File: src/rtl/alu_pkg.sv
// Shared types for the alu slice and the multi-precision sequencer that drives it.
package alu_pkg;

  typedef enum logic [3:0] {
    PASSTHROUGH  = 4'd0,
    ADD_WITH_CIN = 4'd1,
    SUB_WITH_CIN = 4'd2,
    BIT_AND      = 4'd3,
    BIT_OR       = 4'd4,
    BIT_XOR      = 4'd5,
    BIT_NOT      = 4'd6
  } opcode;

  typedef enum logic [2:0] {
    MP_ADD = 3'd0,
    MP_ADC = 3'd1,
    MP_SUB = 3'd2,
    MP_SBB = 3'd3,
    MP_AND = 3'd4,
    MP_OR  = 3'd5,
    MP_XOR = 3'd6,
    MP_NOT = 3'd7
  } mp_op_t;

  typedef enum logic [1:0] {
    IDLE = 2'd0,
    RUN  = 2'd1,
    DONE = 2'd2
  } mp_state_t;

  function automatic logic mp_is_arith(mp_op_t op);
    return (op == MP_ADD) || (op == MP_ADC) || (op == MP_SUB) || (op == MP_SBB);
  endfunction

  function automatic logic mp_is_sub(mp_op_t op);
    return (op == MP_SUB) || (op == MP_SBB);
  endfunction

  function automatic opcode mp_slice_op(mp_op_t op);
    case (op)
      MP_ADD, MP_ADC: return ADD_WITH_CIN;
      MP_SUB, MP_SBB: return SUB_WITH_CIN;
      MP_AND:         return BIT_AND;
      MP_OR:          return BIT_OR;
      MP_XOR:         return BIT_XOR;
      default:        return BIT_NOT;
    endcase
  endfunction

  // Subtract carries "no borrow", so a plain SUB starts with carry set.
  function automatic logic mp_init_carry(mp_op_t op, logic c_in);
    case (op)
      MP_SUB:         return 1'b1;
      MP_ADC, MP_SBB: return c_in;
      default:        return 1'b0;
    endcase
  endfunction

endpackage

File: src/rtl/alu_mp_sequencer.sv
// Walks a WIDTH*WORDS-bit request through a WIDTH-bit alu slice, LSW first,
// chaining carry and assembling the wide result plus flags.
//
// state | meaning
// IDLE  | waiting for a request, req_ready high
// RUN   | one slice per cycle, idx selects the word
// DONE  | response held on rsp_* until rsp_ready
module alu_mp_sequencer
  import alu_pkg::*;
#(
  parameter int WIDTH = 8,
  parameter int WORDS = 4
) (
  input  logic                   clk,
  input  logic                   rst,
  input  logic                   req_valid,
  output logic                   req_ready,
  input  mp_op_t                 req_op,
  input  logic [WIDTH*WORDS-1:0] req_a,
  input  logic [WIDTH*WORDS-1:0] req_b,
  input  logic                   req_c_in,
  output logic                   rsp_valid,
  input  logic                   rsp_ready,
  output logic [WIDTH*WORDS-1:0] rsp_result,
  output logic                   rsp_carry,
  output logic                   rsp_zero,
  output logic                   rsp_negative,
  output logic                   rsp_overflow,
  output logic [WIDTH-1:0]       alu_A,
  output logic [WIDTH-1:0]       alu_B,
  output logic                   alu_c_in,
  output opcode                  alu_op,
  input  logic [WIDTH-1:0]       alu_out,
  input  logic                   alu_c_out
);

  localparam int TOT   = WIDTH * WORDS;
  localparam int IDX_W = (WORDS > 1) ? $clog2(WORDS) : 1;

  mp_state_t        state_q, state_d;
  logic [IDX_W-1:0] idx_q;
  mp_op_t           op_q;
  logic [TOT-1:0]   a_q, b_q, result_q;
  logic             carry_q, zacc_q;
  logic             last;

  assign last = (idx_q == IDX_W'(WORDS - 1));

  always_ff @(posedge clk or posedge rst) begin
    if (rst) state_q <= IDLE;
    else     state_q <= state_d;
  end

  always_comb begin
    state_d = state_q;
    case (state_q)
      IDLE:    if (req_valid) state_d = RUN;
      RUN:     if (last)      state_d = DONE;
      DONE:    if (rsp_ready) state_d = IDLE;
      default: state_d = IDLE;
    endcase
  end

  always_comb begin
    req_ready = (state_q == IDLE);
    rsp_valid = (state_q == DONE);
    alu_op    = PASSTHROUGH;
    alu_A     = '0;
    alu_B     = '0;
    alu_c_in  = 1'b0;
    if (state_q == RUN) begin
      alu_op   = mp_slice_op(op_q);
      alu_A    = a_q[int'(idx_q)*WIDTH +: WIDTH];
      alu_B    = b_q[int'(idx_q)*WIDTH +: WIDTH];
      alu_c_in = carry_q;
    end
  end

  always_ff @(posedge clk or posedge rst) begin
    if (rst) begin
      idx_q    <= '0;
      op_q     <= MP_ADD;
      a_q      <= '0;
      b_q      <= '0;
      result_q <= '0;
      carry_q  <= 1'b0;
      zacc_q   <= 1'b0;
    end else begin
      case (state_q)
        IDLE: if (req_valid) begin
          op_q    <= req_op;
          a_q     <= req_a;
          b_q     <= req_b;
          carry_q <= mp_init_carry(req_op, req_c_in);
          idx_q   <= '0;
          zacc_q  <= 1'b1;
        end
        RUN: begin
          result_q[int'(idx_q)*WIDTH +: WIDTH] <= alu_out;
          carry_q <= mp_is_arith(op_q) ? alu_c_out : 1'b0;
          zacc_q  <= zacc_q && (alu_out == '0);
          if (!last) idx_q <= idx_q + 1'b1;
        end
        default: ;
      endcase
    end
  end

  // Overflow is derived from the top word here rather than from slice flags.
  always_comb begin
    rsp_overflow = 1'b0;
    if (mp_is_arith(op_q)) begin
      if (mp_is_sub(op_q))
        rsp_overflow = (a_q[TOT-1] != b_q[TOT-1]) && (result_q[TOT-1] != a_q[TOT-1]);
      else
        rsp_overflow = (a_q[TOT-1] == b_q[TOT-1]) && (result_q[TOT-1] != a_q[TOT-1]);
    end
  end

  assign rsp_result   = result_q;
  assign rsp_carry    = carry_q;
  assign rsp_zero     = zacc_q;
  assign rsp_negative = result_q[TOT-1];

endmodule

File: config.mk
export PLATFORM = sky130hd
export DESIGN_NAME = alu_mp_sequencer
export DESIGN_NICKNAME = d
export VERILOG_FILES = /design/src/rtl/alu_pkg.sv /design/src/rtl/alu_mp_sequencer.sv
export SDC_FILE = /design/constraint.sdc
export NUM_CORES = 1
export LEC_CHECK = 0
export ABC_CLOCK_PERIOD_IN_PS = 10600
export CORE_AREA = 2 2 119 121
export DETAILED_ROUTE_END_ITERATION = 12
export DIE_AREA = 0 0 121 123
export GPL_ROUTABILITY_DRIVEN = 0
export PLACE_DENSITY_LB_ADDON = 0.12
export SKIP_LAST_GASP = 1
export SYNTH_ARGS = -nofsm -noshare
export SYNTH_HDL_FRONTEND = slang
export SYNTH_SLANG_ARGS = --single-unit
File: constraint.sdc
create_clock -name clk -period 10.6 [get_ports clk]
set_input_delay 2.65 -clock clk [delete_from_list [all_inputs] [get_ports clk]]
set_output_delay 2.65 -clock clk [all_outputs]
set_load 0.03 [all_outputs]
Yosys cells after proc, flatten, opt, wreduce, memory -nomap -nowiden
Index checks and enable logic that the tools add are counted.
{"block": "word_totals", "word_cells": 72, "input_bits": 81, "output_inout_bits": 59, "regBits": 105}
{"block": "op_classes", "n_shift": 4, "add_sub_neg": 2, "muxes": 21, "eq_ne": 19, "reduce_logical": 18}
{"op": "$shiftx 32x6->8", "count": 2}
{"op": "$neg 5->33", "count": 1}
{"op": "$shift 8x33->32 const A", "count": 1}
{"op": "$shiftx 8x33->32", "count": 1}
{"op": "$bwmux 32", "count": 1}
{"op": "$mux 8", "count": 2}
{"op": "$pmux 3 s5", "count": 1}
{"op": "$eq 3x2->1 const B", "count": 4}
{"op": "$mux 2", "count": 5}
{"op": "$eq 3x3->1 const B", "count": 3}
{"op": "$logic_not 8->1", "count": 1}
{"op": "$eq 3x1->1 const B", "count": 2}
{"op": "$mux 1", "count": 6}
{"op": "$ne 2x2->1 const B", "count": 3}
{"op": "$pmux 1 s2", "count": 3}
{"op": "$pmux 2 s3", "count": 1}
{"op": "$reduce_and 3->1", "count": 2}
{"op": "$reduce_or 2->1", "count": 3}
{"op": "$eq 2x2->1 const B", "count": 2}
{"op": "$logic_or 1x1->1", "count": 4}
{"op": "$pmux 2 s2", "count": 1}
{"op": "$reduce_and 2->1", "count": 2}
{"op": "$logic_and 1x1->1", "count": 3}
{"op": "$logic_not 3->1", "count": 1}
{"op": "other kinds (8)", "count": 9}

Logic depth before layout (Yosys ltp)
Gate-level depths: netlist (run 1).
{"block": "depth", "ltp_word": 6, "ltp_mapped": 8, "depth_no_buf": 5}

Worst setup path after synthesis (run 1)
OpenSTA, ideal clock, no wires.
{"block": "synth_path", "path_kind": "reg2out", "start": "reg idx_q[0]", "end": "out alu_B[7]", "setup_slack_ns": 6.497, "n_path_buf": 1, "stages_incl_launch_ff": 4, "arrival_time_ns": 1.453, "required_time_ns": 7.950, "cell_sequence": "dfrtp_1 > buf_2 > mux4_2 > and2_1"}
{"block": "synth_via", "elab_chain_cells": 2}
{"element": "start, declared", "line_no": "alu_mp_sequencer.sv:41", "source": "logic [IDX_W-1:0] idx_q;"}
{"element": "start signal, assigned", "line_no": "alu_mp_sequencer.sv:102", "source": "if (!last) idx_q <= idx_q + 1'b1;"}
{"element": "$shiftx 32x6->8", "line_no": "alu_mp_sequencer.sv:74", "source": "alu_B = b_q[int'(idx_q)*WIDTH +: WIDTH];"}
{"element": "$mux 8", "line_no": "alu_mp_sequencer.sv:71", "source": "if (state_q == RUN) begin"}
{"element": "end, declared", "line_no": "alu_mp_sequencer.sv:30", "source": "output logic [WIDTH-1:0] alu_B,"}
Every way passes these cells.

Worst setup path after layout (run 1)
{"block": "layout_path", "start": "reg idx_q[0]", "end": "out alu_A[1]"}
{"block": "layout_via", "elab_chain_cells": 2}
{"element": "$shiftx 32x6->8", "line_no": "alu_mp_sequencer.sv:73", "source": "alu_A = a_q[int'(idx_q)*WIDTH +: WIDTH];"}
{"element": "$mux 8", "line_no": "alu_mp_sequencer.sv:71"}
{"element": "end, declared", "line_no": "alu_mp_sequencer.sv:29", "source": "output logic [WIDTH-1:0] alu_A,"}
Every way passes these cells.

==> impl_metrics.ini, run 1 <==
[timing]
rsz0062_at_grt = no
max_freq_mhz = 183.4
fin_crit_sh_pct = 51.44
skew_ns = 0.008400
drv_slew = 0
tns_ns = 0
finalHoldViolations = 0
fin_crit_ns = 5.453
whs_ns = 0.4835
worstMarginPinSlew_ns = 0.8988
report.final.setup_viol = 0
maxSlewHeadroom_pct = 40.08

[finish]
fin_nets = 546
syn2layout_area_growth_pct = 38.56
drive_gt1_share_pct = 23.82
fillCellCount = 1208
finalInstanceArea_sq_um = 6515
fin_cells = 646
diodes = 0
postLayoutCoreUtil_pct = 47.86

[global_routing]
grt-ovfl-total = 0
antenna_found_initial = 0
grt_pass1_vias = 3128
grt_max_degree = 71
grt.total_usage_pct = 14.74
grt_pass1_wl_um = 16660

[drt]
wl_met1_um = 4754
drc = 0
ant_nets = 0
dr_total_vias = 3095
wl_per_cell_um = 16.63
drt-total-wl_um = 10740
highest_layer = met4
viasPerCell = 4.791
wl_met2_um = 5112
drt-pass1-iter-count = 4
drt-initial-drc-count = 187
wl_met3_um = 713

[setup_path]
critPathArrivalTime_ns = 2.80
worstPathRequired_ns = 7.95
cp-start-kind = register
startpoint = idx_q[0]$_DFFE_PP0P_
ff2ff_path_depth = 6
crit_type = reg2out
timing.rr.start = idx_q[0]$_DFFE_PP0P_
end_kind = output pin
path_max_fanout = 14

[logic_synthesis]
syn_area_per_cell_sq_um = 14.56
ys_seq_area_share_pct = 55.88
yosys_warnings = 0
synth.ff_latch_count = 105
synthesis.instances = 323
synth.top_cell.area_share_pct = 55.88
synth.largest_area_cell = dfrtp_1
yosys.cell_types.count = 31
netlist_top_cells_area = dfrtp_1, mux2_2, mux4_2
synth_nets = 408
syn_area_sq_um = 4702

[status]
status = complete, no violations

[clock_tree]
hold_buffers = 0
numCtsBuffers = 9
cts_resized = 0
cts_tree = built
clk_latency_ns = 0.35
clk_path_buf_depth = 2
cts_root_buffer = clkbuf_16
h-tree-depth = 3
cts_setup_buffers = 0
clkTransAtPathRegs_ns = 0.07
cts_sinks = 105

[floorplanning]
die_y_um = 123
rows = 43
fp.coreArea_sq_um = 13610
num_io_pins = 140
dieArea_sq_um = 14880
dieWidth_um = 121
start_util_pct = 34.54

[worst_hold_path]
min_from = rsp_result[0]$_DFFE_PP0P_
min_path_type = reg2reg
whs_path_depth = 2

[power]
power.density_nw_per_um2 = 324.2
p_leak_nw = 2.656
irDropWorstVdd_uv = 166.1

[placed_design]
portBuffers = 138
postPlaceCellArea_sq_um = 6220
dp_hpwl_um = 7721
place_inst = 630

[job]
maxCapViolations = 0
worst max-delay path, stage by stage (launching register included):
cell and delay, ns:
dfrtp_1 0.81, buf_4 0.35, mux4_2 0.51, and2_1 0.18, clkdlybuf4s50_1 0.59
layer usage:
layer	vias up	GRT usage [%]
met5	-	0
met4	0	5.669
met3	11	4.520
met2	87	23.46
met1	1552	18.94
li1	1445	-
final timing paths:
path | to | slack [ns]
max in group asynchronous | a_q[17]$_DFFE_PP0P_ | 6.66
min | rsp_result[0]$_DFFE_PP0P_ | 0.48
min reg2reg | rsp_result[0]$_DFFE_PP0P_ | 0.48
max | alu_A[1] | 5.15
min in group asynchronous | b_q[0]$_DFFE_PP0P_ | 2.67
max reg2reg | rsp_result[12]$_DFFE_PP0P_ | 8.04
state kept, by name, indices dropped and copies added (netlist names):
register and flops:
a_q 32, b_q 32, idx_q 2, op_q 3
rsp_carry 1, rsp_result 32, rsp_zero 1, state_q 2
final cells by class:
class                      instances  area [sq um]  area share (%)
clock buffer                      15         287.8           4.417
clock inverter                     1         7.507          0.1152
inverter                           5         21.27          0.3265
multi-input combinational        197          1927           29.58
sequential                       105          2628           40.33
tap                              180         225.2           3.457
timing repair buffer             143          1419           21.78
per-stage QoR:
stage | worst slack, ns | power (mW)
final | 5.147 | 2.112
after floorplan | 5.189 | 1.447
after CTS | 5.063 | 2.144
after global routing | 4.975 | 2.237
after detailed placement | 5.457 | 1.811
after global placement | 5.479 | 1.797
layout by cell type, fill, tap and decap left out, drive strengths merged:
cell	n
buf	5
o21bai	1
nor4	5
a21oi	1
mux2i	2
dfrtp	105
o21ai	11
nor2	9
o22ai	1
ha	4
conb	1
a22o	24
nor3b	1
clkinvlp	1
nand2b	4
mux4	16
nand2	22
o21a	1
and2b	1
clkdlybuf4s50	138
clkbuf	15
nor2b	3
mux2	68
nand3b	2
inv	5
o211ai	1
and2	17
xnor2	2
Yosys cell counts:
master / number
dfrtp_1: 105
mux2_2: 68
a22o_1: 24
nand2_1: 21
and2_1: 17
mux4_2: 16
o21ai_0: 11
nor2_1: 9
buf_6: 7
inv_1: 5
buf_2: 4
ha_1: 4
buf_4: 3
nand2b_1: 3
nor2b_1: 3
nor4_4: 3
clkbuf_1: 2
mux2i_1: 2
nand3b_1: 2
nor4_1: 2
xnor2_1: 2
a21oi_1: 1
and2b_1: 1
conb_1: 1
nand2_4: 1
nand2b_4: 1
nor3b_4: 1
o211ai_1: 1
o21a_1: 1
o21bai_4: 1
o22ai_1: 1
kinds of logic (layout without fill, tap and decap cells):
kind of cell | after synthesis | in the layout | synth area share [%]
fa+ha+maj | 4 | 4 | 1.064
buf+inv | 21 | 164 | 3.140
simple gates | 64 | 64 | 8.488
other cells | 1 | 1 | 0.07975
xor+xnor | 2 | 2 | 0.3726
compound gates | 40 | 40 | 6.599
flops | 105 | 105 | 55.88
mux | 86 | 86 | 24.37
power by group:
part	internal [mW]	switching, mW	total (mW)
Sequential	0.587	0.129	0.717
Clock	0.185	0.141	0.326
Combinational	0.547	0.522	1.07
Total	1.32	0.792	2.11
No activity file was read; power rests on OpenSTA's default activity.
==> run 2: changes to the inputs <==
- ABC_CLOCK_PERIOD_IN_PS: 10600 -> 4700
- clock period: 10.6 -> 4.7 ns (I/O delays scaled with it)
==> impl_metrics.ini, run 2 (synthesis results as in run 1) <==
[status]
status = complete, no violations

[timing]
fin_crit_ns = 3.848
report.final.setup_viol = 0
fin_crit_sh_pct = 81.86
tns_ns = 0
worstMarginPinSlew_ns = 0.9182
setup_slack_ns = 0.8525
maxSlewHeadroom_pct = 38.72
rsz0062_at_grt = no
max_freq_mhz = 259.9
skew_ns = 0.007452
drv_slew = 0
finalHoldViolations = 0
whs_ns = 0.4815

[floorplanning]
fp.coreArea_sq_um = 13610
rows = 43
dieWidth_um = 121
dieArea_sq_um = 14880
die_y_um = 123
num_io_pins = 140
start_util_pct = 34.54

[power]
irDropWorstVdd_uv = 362.8
p_leak_nw = 2.679
report.power.total_mw = 4.855
power.density_nw_per_um2 = 738.7

[setup_path]
path_max_fanout = 16
critPathArrivalTime_ns = 2.67
crit_type = reg2out
end_kind = output pin
worstPathRequired_ns = 3.52
cp-start-kind = register

[finish]
layout_commonest_cell = clkdlybuf4s50_1
finalInstanceArea_sq_um = 6573
fin_nets = 547
multi_input_area_sq_um = 1927
regArea_sq_um = 2628
mostFrequentLayoutCells = clkdlybuf4s50_1, dfrtp_1, mux2_2
drive_gt1_share_pct = 24.20
fin_cells = 647
postLayoutCoreUtil_pct = 48.29
fillCellCount = 1229
diodes = 0
syn2layout_area_growth_pct = 39.78

[clock_tree]
cts_resized = 0
numCtsBuffers = 9
clk_path_buf_depth = 2
cts_sinks = 105
clkTransAtPathRegs_ns = 0.07
cts_setup_buffers = 0
h-tree-depth = 3
cts_tree = built
cts_root_buffer = clkbuf_16
clk_latency_ns = 0.35
hold_buffers = 0

[placed_design]
portBuffers = 138
dp_slack_ns = 1.215
postPlaceCellArea_sq_um = 6265
dp_hpwl_um = 8030
place_inst = 631

[drt]
dr_total_vias = 3102
drt-initial-drc-count = 136
ant_nets = 0
viasPerCell = 4.794
drt-total-wl_um = 11170
drc = 0
wl_per_cell_um = 17.27
drt-pass1-iter-count = 4

[worst_hold_path]
min_path_type = reg2reg

[global_routing]
grt_pass1_vias = 3317
grt_pass1_wl_um = 18020
grt-ovfl-total = 0
grt.total_usage_pct = 16.01
antenna_found_initial = 0
grt_max_degree = 62

[job]
maxCapViolations = 0
==> run 2: path summary, 6_finish.rpt <==
| check | start | endpoint | slack [ns] | cells after the start |
|---|---|---|---|---|
| setup reg to reg | idx_q[1]$_DFFE_PP0P_ | rsp_result[13]$_DFFE_PP0P_ | 2.19 | 6 |
| min in group asynchronous | rst | b_q[1]$_DFFE_PP0P_ | 1.24 | 2 |
| hold reg to reg | rsp_result[1]$_DFFE_PP0P_ | rsp_result[1]$_DFFE_PP0P_ | 0.48 | 2 |
| max in group asynchronous | rst | rsp_result[26]$_DFFE_PP0P_ | 2.70 | 3 |
| hold / removal | rsp_result[1]$_DFFE_PP0P_ | rsp_result[1]$_DFFE_PP0P_ | 0.48 | 2 |
| setup / recovery | idx_q[0]$_DFFE_PP0P_ | alu_A[0] | 0.85 | 4 |
==> run 2: layout make-up <==
type	instances	area share (%)
sequential	105	39.98
tap	180	3.427
clock buffer	12	3.903
clock inverter	4	0.7805
timing repair buffer	144	22.27
inverter	5	0.3236
multi-input combinational	197	29.32
==> run 2: layer usage <==
metal	vias to the layer above	GRT usage [%]	wire [um]
met3	7	6.227	803
met2	87	26.30	5510
li1	1452	-	-
met1	1556	19.93	4752
met5	-	0	0
met4	0	3.924	104
==> run 2: where the power goes <==
part / total [mW] / switching (mW) / internal [mW]
logic: 2.47 / 1.21 / 1.26
registers: 1.62 / 0.296 / 1.33
clock network: 0.769 / 0.327 / 0.442
==> run 2: critical path: stages, from the launching register on <==
cell and delay (ns):
dfrtp_1 0.60, buf_4 0.39, mux4_2 0.55, and2_1 0.18, clkdlybuf4s50_1 0.59
